===== src/rtl/depatchifier_if.sv =====
// Handshake and data bundle between the patch producer, the depatchifier and
// the downstream consumer of the reassembled 2D patch.
interface depatchifier_if #(
    parameter int PIXEL_WIDTH       = 24,
    parameter int PATCH_SIZE        = 4,
    parameter int PATCH_VECTOR_SIZE = PATCH_SIZE * PATCH_SIZE
);
    logic                                                 in_valid;
    logic [PATCH_VECTOR_SIZE-1:0][PIXEL_WIDTH-1:0]        in_vector;
    logic                                                 in_taken;
    logic                                                 out_taken;
    logic [PATCH_SIZE-1:0][PATCH_SIZE-1:0][PIXEL_WIDTH-1:0] patch_out;
    logic                                                 out_valid;

    // Producer and consumer side: drives the vector and the consume strobe.
    modport master (
        output in_valid, in_vector, out_taken,
        input  in_taken, patch_out, out_valid
    );

    // Depatchifier side.
    modport slave (
        input  in_valid, in_vector, out_taken,
        output in_taken, patch_out, out_valid
    );
endinterface


===== src/rtl/depatchifier.sv =====
// Reassembles a flattened row-major patch vector into a PATCH_SIZE x PATCH_SIZE
// patch, one pixel per cycle, and holds it under a valid/taken handshake.
//
//   state      | meaning
//   -----------+--------------------------------------------------------
//   IDLE       | waiting for in_valid; captures in_vector on that edge
//   PROCESSING | copies one pixel per edge into patch_out, index 0..N-1
//   DONE       | out_valid high, patch_out stable until out_taken
//   2'b11      | unreachable; recovers to IDLE on the next edge
module depatchifier #(
    parameter int CHANNEL_SIZE      = 8,
    parameter int NUM_CHANNELS      = 3,
    parameter int PIXEL_WIDTH       = CHANNEL_SIZE * NUM_CHANNELS,
    parameter int PATCH_SIZE        = 4,
    parameter int PATCH_VECTOR_SIZE = PATCH_SIZE * PATCH_SIZE
) (
    input  logic         clk,
    input  logic         reset,
    depatchifier_if.slave bus,
    output logic [1:0]   state
);
    localparam int IW = (PATCH_VECTOR_SIZE > 1) ? $clog2(PATCH_VECTOR_SIZE) : 1;
    localparam int RW = (PATCH_SIZE > 1) ? $clog2(PATCH_SIZE) : 1;

    typedef enum logic [1:0] {
        IDLE       = 2'b00,
        PROCESSING = 2'b01,
        DONE       = 2'b10,
        ILLEGAL    = 2'b11
    } state_t;

    state_t state_q, state_d;

    logic [PATCH_VECTOR_SIZE-1:0][PIXEL_WIDTH-1:0]          vec_q;
    logic [PATCH_SIZE-1:0][PATCH_SIZE-1:0][PIXEL_WIDTH-1:0] patch_q;
    logic [IW-1:0] idx_q;
    logic          in_taken_q;
    logic          out_valid_q;
    logic [RW-1:0] row, col;
    logic          last;

    // Row/column of the pixel being written; bit slices when PATCH_SIZE is 2^n.
    assign row  = RW'(idx_q / IW'(PATCH_SIZE));
    assign col  = RW'(idx_q % IW'(PATCH_SIZE));
    assign last = (idx_q == IW'(PATCH_VECTOR_SIZE - 1));

    assign bus.in_taken  = in_taken_q;
    assign bus.out_valid = out_valid_q;
    assign bus.patch_out = patch_q;
    assign state         = state_q;

    // State register.
    always_ff @(posedge clk or posedge reset) begin
        if (reset) state_q <= IDLE;
        else       state_q <= state_d;
    end

    // Next-state selection; out_taken only matters in DONE, in_valid only in IDLE.
    always_comb begin
        state_d = state_q;
        case (state_q)
            IDLE:       if (bus.in_valid)  state_d = PROCESSING;
            PROCESSING: if (last)          state_d = DONE;
            DONE:       if (bus.out_taken) state_d = IDLE;
            default:                       state_d = IDLE;
        endcase
    end

    // Capture, pixel-by-pixel reassembly and handshake flags.
    always_ff @(posedge clk or posedge reset) begin
        if (reset) begin
            vec_q       <= '0;
            patch_q     <= '0;
            idx_q       <= '0;
            in_taken_q  <= 1'b0;
            out_valid_q <= 1'b0;
        end else begin
            in_taken_q  <= (state_q == IDLE) && bus.in_valid;
            out_valid_q <= (state_d == DONE);
            case (state_q)
                IDLE: begin
                    if (bus.in_valid) begin
                        vec_q   <= bus.in_vector;
                        patch_q <= '0;
                        idx_q   <= '0;
                    end
                end
                PROCESSING: begin
                    patch_q[row][col] <= vec_q[idx_q];
                    idx_q             <= last ? '0 : idx_q + 1'b1;
                end
                DONE: begin
                    if (bus.out_taken) patch_q <= '0;
                end
                default: begin
                    patch_q <= '0;
                    idx_q   <= '0;
                end
            endcase
        end
    end
endmodule


===== src/flat_wrapper.sv =====
// flat-port wrapper written by rule: the top's interface ports become plain ports
module depatchifier_flat 
#(
    parameter int CHANNEL_SIZE      = 8,
    parameter int NUM_CHANNELS      = 3,
    parameter int PIXEL_WIDTH       = CHANNEL_SIZE * NUM_CHANNELS,
    parameter int PATCH_SIZE        = 4,
    parameter int PATCH_VECTOR_SIZE = PATCH_SIZE * PATCH_SIZE
)
  (clk, reset, state, bus_in_valid, bus_in_vector, bus_out_taken, bus_in_taken, bus_patch_out, bus_out_valid);
  depatchifier_if #(.PIXEL_WIDTH(PIXEL_WIDTH), .PATCH_SIZE(PATCH_SIZE), .PATCH_VECTOR_SIZE(PATCH_VECTOR_SIZE)) bus_i ();
  input  logic clk;
  input  logic reset;
  output logic [1:0] state;
  input wire logic [$bits(bus_i.in_valid)-1:0] bus_in_valid;
  input wire logic [$bits(bus_i.in_vector)-1:0] bus_in_vector;
  input wire logic [$bits(bus_i.out_taken)-1:0] bus_out_taken;
  output wire logic [$bits(bus_i.in_taken)-1:0] bus_in_taken;
  output wire logic [$bits(bus_i.patch_out)-1:0] bus_patch_out;
  output wire logic [$bits(bus_i.out_valid)-1:0] bus_out_valid;
  assign bus_i.in_valid = bus_in_valid;
  assign bus_i.in_vector = bus_in_vector;
  assign bus_i.out_taken = bus_out_taken;
  assign bus_in_taken = bus_i.in_taken;
  assign bus_patch_out = bus_i.patch_out;
  assign bus_out_valid = bus_i.out_valid;
  depatchifier #(.CHANNEL_SIZE(CHANNEL_SIZE), .NUM_CHANNELS(NUM_CHANNELS), .PIXEL_WIDTH(PIXEL_WIDTH), .PATCH_SIZE(PATCH_SIZE), .PATCH_VECTOR_SIZE(PATCH_VECTOR_SIZE)) u_core (.clk(clk), .reset(reset), .bus(bus_i), .state(state));
endmodule

===== config.mk =====
export PLATFORM = sky130hd
export DESIGN_NAME = depatchifier_flat
export DESIGN_NICKNAME = d
export VERILOG_FILES = /design/src/rtl/depatchifier_if.sv /design/src/rtl/depatchifier.sv /design/src/flat_wrapper.sv
export SDC_FILE = /design/constraint.sdc
export NUM_CORES = 1
export LEC_CHECK = 0
export CORE_AREA = 2 2 303 305
export CTS_CLUSTER_SIZE = 14
export DETAILED_ROUTE_END_ITERATION = 7
export DIE_AREA = 0 0 305 307
export SLEW_MARGIN = 30
export SYNTH_ARGS = -nofsm -noshare
export SYNTH_HDL_FRONTEND = slang
export SYNTH_SLANG_ARGS = --single-unit

===== constraint.sdc =====
create_clock -name clk -period 74.7 [get_ports clk]
set_input_delay 11.205 -clock clk [delete_from_list [all_inputs] [get_ports clk]]
set_output_delay 11.205 -clock clk [all_outputs]
set_load 0.03 [all_outputs]

==> out/qor.yml, run 1 <==
vdd_drop_max_uv: 23.31
crit_path_max_fanout: 87
cts_buffer_depth: 3
synth_common_cells: "776 x dfrtp_1, 340 x mux2_4, 338 x a22o_1"
total_power_w: 0.002111
dr.pass1.iters: 5
hold_class: "reg -> reg"
cp_cell_sequence: "clkdlybuf4s50_1 -> nor2b_4 -> nor2b_4 -> buf_6 -> buf_4 -> buf_12 -> buf_16 -> mux2_4"
clock_latency_ns: 0.65
path_common_cell: "nor2b_4"
finalCritPeriodShare_pct: 19.55
grtUsageTotal_pct: 23.92
drive_gt1_share_pct: 26.85
wl_um: 113600
core_area_um2: 90690
initial_core_util_pct: 37.73
design.die.area_um2: 93640
clkTransAtPathRegs_ns: 0.06
yosysWarnings: 0
cts_htree_levels: 3
hpwlAfterDp_um: 77480
numCtsBuffers: 86
switchingPower_w: 0.0007918
post-cts-setup-buffers: 0
root_buffer: "clkbuf_16"
grt_antenna_before_repair: 26
finalSetupViolCount: 0
cts_tree: "yes"
clock.fmax_mhz: 68.49
wire_per_inst_um: 28.66
min_period_ns: 14.60
final_core_util_pct: 50.14
synth_edf_count: 0
drc: 0
startpoint_type: "input pin"
synth_top_area_share_pct: 56.74
io_pins: 776
tns_ns: 0
p_clk_share_pct: 20.2
cts_sinks: 776
critical_path_arrival_ns: 15.09
slowest_delay_ns: 0.66
yosysTopAreaCell: "dfrtp_1"
syn_inst: 1960
finalHoldViolCount: 0
drt_iter0_drc: 1479
yosysMostFrequentCell: "dfrtp_1"
vias_per_cell: 5.524
crit_buf_inv: 5
tightestPinTransition_ns: 1.032
place_congestion: 0.8803
drv_slew: 0
total_leakage_power_nw: 19.53
critical_path_required_ns: 75.19
internal_power_w: 0.001319
path_delay_family: "buffers and inverters"
yosys-top-cells-area: "dfrtp_1 57%, mux2_4 15%, mux4_2 9.5%, a22o_1 8.7%, buf_12 1.9%"
dr_total_vias: 21896
grt_start_max_net_pins: 162
end_kind: "flop"
portBuffers: 775
die_w_um: 305
hold_buffers: 0
rows: 111
cpMaxStageDelayCell: "buf_4"
seq_area_frac_synth_pct: 56.74
avgSynthCellArea_um2: 17.46
finalClockSkew_ns: 0.05046
max-slew-margin-rel_pct: 31.20
grt_pass1_vias: 23528
synthFlopType: "dfrtp_1"
syn_nets: 2352
ant_nets: 0
gr-total-overflow: 0
grt_pass1_wl_um: 167200
rsz0062_at_grt: "no"
outcome: "complete, no violations"
worstSetupPathType: "in -> reg"
dieHeight_um: 307
synth_cell_types: 37
cts_resized: 0
ys_seq_elements: 776
combPwrFrac_pct: 45.1
p_per_area_nw_per_um2: 46.42
syn_area_um2: 34220
p_seq_share_pct: 34.6
area_growth_pct: 32.87
async_flop_share_pct: 100.0
drv_cap: 0
swShare_pct: 37.51
nets: 3097
## state kept, by name (all words and copies together) (netlist names)
signal and cells:
u_core.bus.in_taken 1, u_core.bus.out_valid 1, u_core.bus.patch_out 384, u_core.idx_q 4, u_core.state 2, u_core.vec_q 384
## power by group through the flow
stage                     Combinational, W  Sequential, W  Clock [W]
after floorplan                   0.000554       0.000798          0
after global placement            0.000935       0.000727          0
after detailed placement          0.000950       0.000737          0
after CTS                         0.000956       0.000733   0.000435
after global routing               0.00100       0.000751   0.000452
final                             0.000953       0.000731   0.000426
## area by class of cell
type,instances,area (µm²)
Fill cell,7549,45220
Clock inverter,32,409.1
Inverter,3,18.77
Clock buffer,115,2412
Antenna cell,14,35.03
Timing Repair Buffer,826,8334
Tap cell,1186,1484
Multi-Input combinational cell,1012,13340
Sequential cell,776,19430
## metal layers
metal / GRT usage [%] / wire length (µm) / up-vias / share of wire, %
met2: 39.66 / 55530 / 906 / 49
met4: 8.945 / 3982 / 28 / 3.5
met1: 30.03 / 45370 / 11673 / 40
met5: 0 / 195 / - / 0.17
li1: - / - / 9082 / -
met3: 6.396 / 8543 / 207 / 7.5
## worst reg2reg max path: stages, from the launching register on
cell and delay (ns):
dfrtp_1 0.50, nor2b_4 0.49, nor2b_4 0.26, buf_6 0.59
buf_4 0.69, buf_12 0.41, buf_16 0.52, mux2_4 0.50
## worst paths after layout
check | start | endpoint | slack, ns | depth (start not counted)
setup / recovery | bus_in_valid | u_core.vec_q[197] | 60.10 | 8
hold / removal | u_core.bus.patch_out[169] | u_core.bus.patch_out[169] | 0.49 | 1
setup reg to reg | u_core.state[1] | u_core.vec_q[197] | 70.61 | 7
hold reg to reg | u_core.bus.patch_out[169] | u_core.bus.patch_out[169] | 0.49 | 1
max in group asynchronous | reset | u_core.bus.patch_out[382] | 60.21 | 7
min in group asynchronous | reset | u_core.vec_q[212] | 11.10 | 2
## cell families (layout without fill, tap and decap cells)
kind of cell / Yosys count / in the layout / synth area share [%]
simple gates: 48 / 48 / 0.9689
buf+inv: 172 / 976 / 4.508
compound gates: 407 / 407 / 11.06
other cells: 0 / 14 / 0
flops: 776 / 776 / 56.74
mux: 552 / 552 / 26.54
xor+xnor: 1 / 1 / 0.02560
fa+ha+maj: 4 / 4 / 0.1463
## placed cells by master (no fill, tap or decap), types with 6 or more instances in the layout
cell type,netlist,routed
o32ai_4,10,16
clkinv_2,0,15
and3b_1,8,8
diode_2,0,14
clkbuf_8,0,13
mux4_2,144,144
mux2_2,44,44
o2bb2ai_1,49,49
buf_4,18,35
a22o_1,338,338
mux2i_1,24,24
clkdlybuf4s50_1,0,775
clkbuf_16,0,87
dfrtp_1,776,772
and3_1,12,12
mux2_4,340,340
buf_12,33,6
clkbuf_1,21,15
## metrics by stage
stage / cell area [µm²] / setup slack [ns] / instances / hold slack [ns]
after global routing: 45460 / 59.62 / 3960 / 0.5102
final: 45470 / 60.10 / 3964 / 0.4865
after floorplan: 34220 / 41.71 / 1960 / 0.4764
after CTS: 45280 / 59.30 / 3945 / 0.4907
after global placement: 42420 / 58.78 / 3796 / 0.4730
after detailed placement: 42460 / 58.62 / 3798 / 0.4727
Power figures use the tool's default switching activity.
==> run 2: changes to the inputs <==
- PLACE_DENSITY: not set -> 0.65
- clock period: 74.7 -> 12.9 ns (I/O delays scaled with it)
==> run 2 against run 1 <==
Effect of this change: clock skew is 0.021 ns lower; clock-buffer cell count down 6; sequential power increased to 5.8 times the previous value.
==> out/qor.yml, run 2 (synthesis gave the netlist of run 1 again) <==
outcome: "complete, no violations"
total_leakage_power_nw: 19.72
hold_buffers: 0
dr.pass1.iters: 5
drv_cap: 0
design.die.area_um2: 93640
clock.fmax_mhz: 188.2
pre_cts_slack_ns: 6.816
worstSetupPathType: "in -> reg"
post-cts-setup-buffers: 0
hold_slack_ns: 0.4889
grt_pass1_vias: 23818
root_buffer: "clkbuf_16"
hold_path_depth: 1
clock_latency_ns: 0.65
finalCritPeriodShare_pct: 41.20
core_area_um2: 90690
hold_class: "reg -> reg"
vdd_drop_max_uv: 149.3
p_per_area_nw_per_um2: 272.7
gr-total-overflow: 0
finalHoldViolCount: 0
finalSetupViolCount: 0
initial_core_util_pct: 37.73
die_w_um: 305
hold_end: "u_core.bus.patch_out[169]"
rows: 111
grtUsageTotal_pct: 22.97
min_period_ns: 5.315
startpoint_type: "input pin"
critical_path_arrival_ns: 5.82
reg2reg_from: "u_core.state[1]"
hpwlAfterDp_um: 75100
cts_htree_levels: 3
drive_gt1_share_pct: 27.52
vias_per_cell: 5.514
worst_r2r_path_depth: 8
grt_start_max_net_pins: 167
critical_path_required_ns: 13.40
cts_sinks: 776
layout_commonest_cell: "clkdlybuf4s50_1"
end_kind: "flop"
portBuffers: 775
tns_ns: 0
clkTransAtPathRegs_ns: 0.06
wire_per_inst_um: 27.57
drt_iter0_drc: 1396
ant_nets: 0
r2r_slack_ns: 8.81
wl_um: 109700
dieHeight_um: 307
nets: 3098
cts_buffer_depth: 3
io_pins: 776
holdCritStartpoint: "u_core.bus.patch_out[169]"
dr_total_vias: 21945
reg2reg_to: "u_core.vec_q[214]"
finalClockSkew_ns: 0.02930
place_congestion: 0.8678
tightestPinTransition_ns: 0.9492
drv_slew: 0
layout_common_cells: "775 x clkdlybuf4s50_1, 772 x dfrtp_1, 340 x mux2_4, 338 x a22o_1, 144 x mux4_2"
cts_tree: "yes"
drc: 0
max-slew-margin-rel_pct: 36.72
rsz0062_at_grt: "no"
numCtsBuffers: 86
grt_pass1_wl_um: 161900
fin_ws_ns: 7.585
cts_resized: 0
area_growth_pct: 34.04
grt_antenna_before_repair: 21
crit_path_max_fanout: 92
==> run 2: changes by cell type in the layout (fill, tap and decap cells not counted), moves of 2 or more <==
cell and change:
clkinv_16 -3, buf_4 +3, diode_2 +4, clkbuf_1 -9, clkinv_8 +3, clkinv_4 +2
clkbuf_8 +2, nand2_2 +2, nand2_1 -2, bufinv_16 +12, clkinvlp_4 +2
==> run 2: worst max path at each step <==
stage	start	end	slack [ns]	cells after the start
after floorplan	reset	u_core.bus.in_taken	0.32	1
after global placement	bus_in_valid	u_core.vec_q[204]	6.95	6
after global routing	bus_in_valid	u_core.vec_q[238]	7.49	9
after CTS	bus_in_valid	u_core.vec_q[220]	7.50	6
after detailed placement	bus_in_valid	u_core.vec_q[199]	6.82	6
final	bus_in_valid	u_core.vec_q[214]	7.59	9
==> run 2: final cells by class <==
type | count | area (µm²)
Fill cell | 7510 | 44820
Sequential cell | 776 | 19430
Multi-Input combinational cell | 1012 | 13350
Timing Repair Buffer | 827 | 8325
Clock buffer | 109 | 2431
Tap cell | 1186 | 1484
Clock inverter | 49 | 790.8
Antenna cell | 18 | 45.04
Inverter | 3 | 15.01
==> run 2: metal layers <==
layer  wire (µm)  track usage [%]  up-vias
met3        8505            5.996      234
met5          39                0        -
met1       42990            28.95    11620
li1            -                -     9081
met2       53750            37.57     1004
met4        4454            9.659        6
==> run 2: critical path, cell delays in order <==
cell,delay (ns)
clkdlybuf4s50_1,0.46
nor2b_4,0.42
buf_16,0.23
nor2b_4,0.33
buf_12,0.33
buf_16,0.47
buf_12,0.47
buf_16,0.45
mux2_4,0.35
==> run 2: stage by stage <==
| step | total power (W) | utilization (%) | instance area (µm²) | std cells |
|---|---|---|---|---|
| after floorplan | 0.007833 | - | 34230 | 1960 |
| after global placement | 0.009590 | 46.78 | 42420 | 3797 |
| after detailed placement | 0.009750 | 46.79 | 42440 | 3798 |
| after CTS | 0.01257 | 50.35 | 45660 | 3956 |
| after global routing | 0.01304 | 50.57 | 45860 | 3977 |
| final | 0.01251 | 50.58 | 45870 | 3980 |
==> run 2: power breakdown <==
part | switching, W | internal, W | total (W)
clock | 0.00107 | 0.00169 | 0.00276
sequential | 0.000789 | 0.00343 | 0.00422
combinational | 0.00273 | 0.00279 | 0.00552
total | 0.00459 | 0.00791 | 0.0125
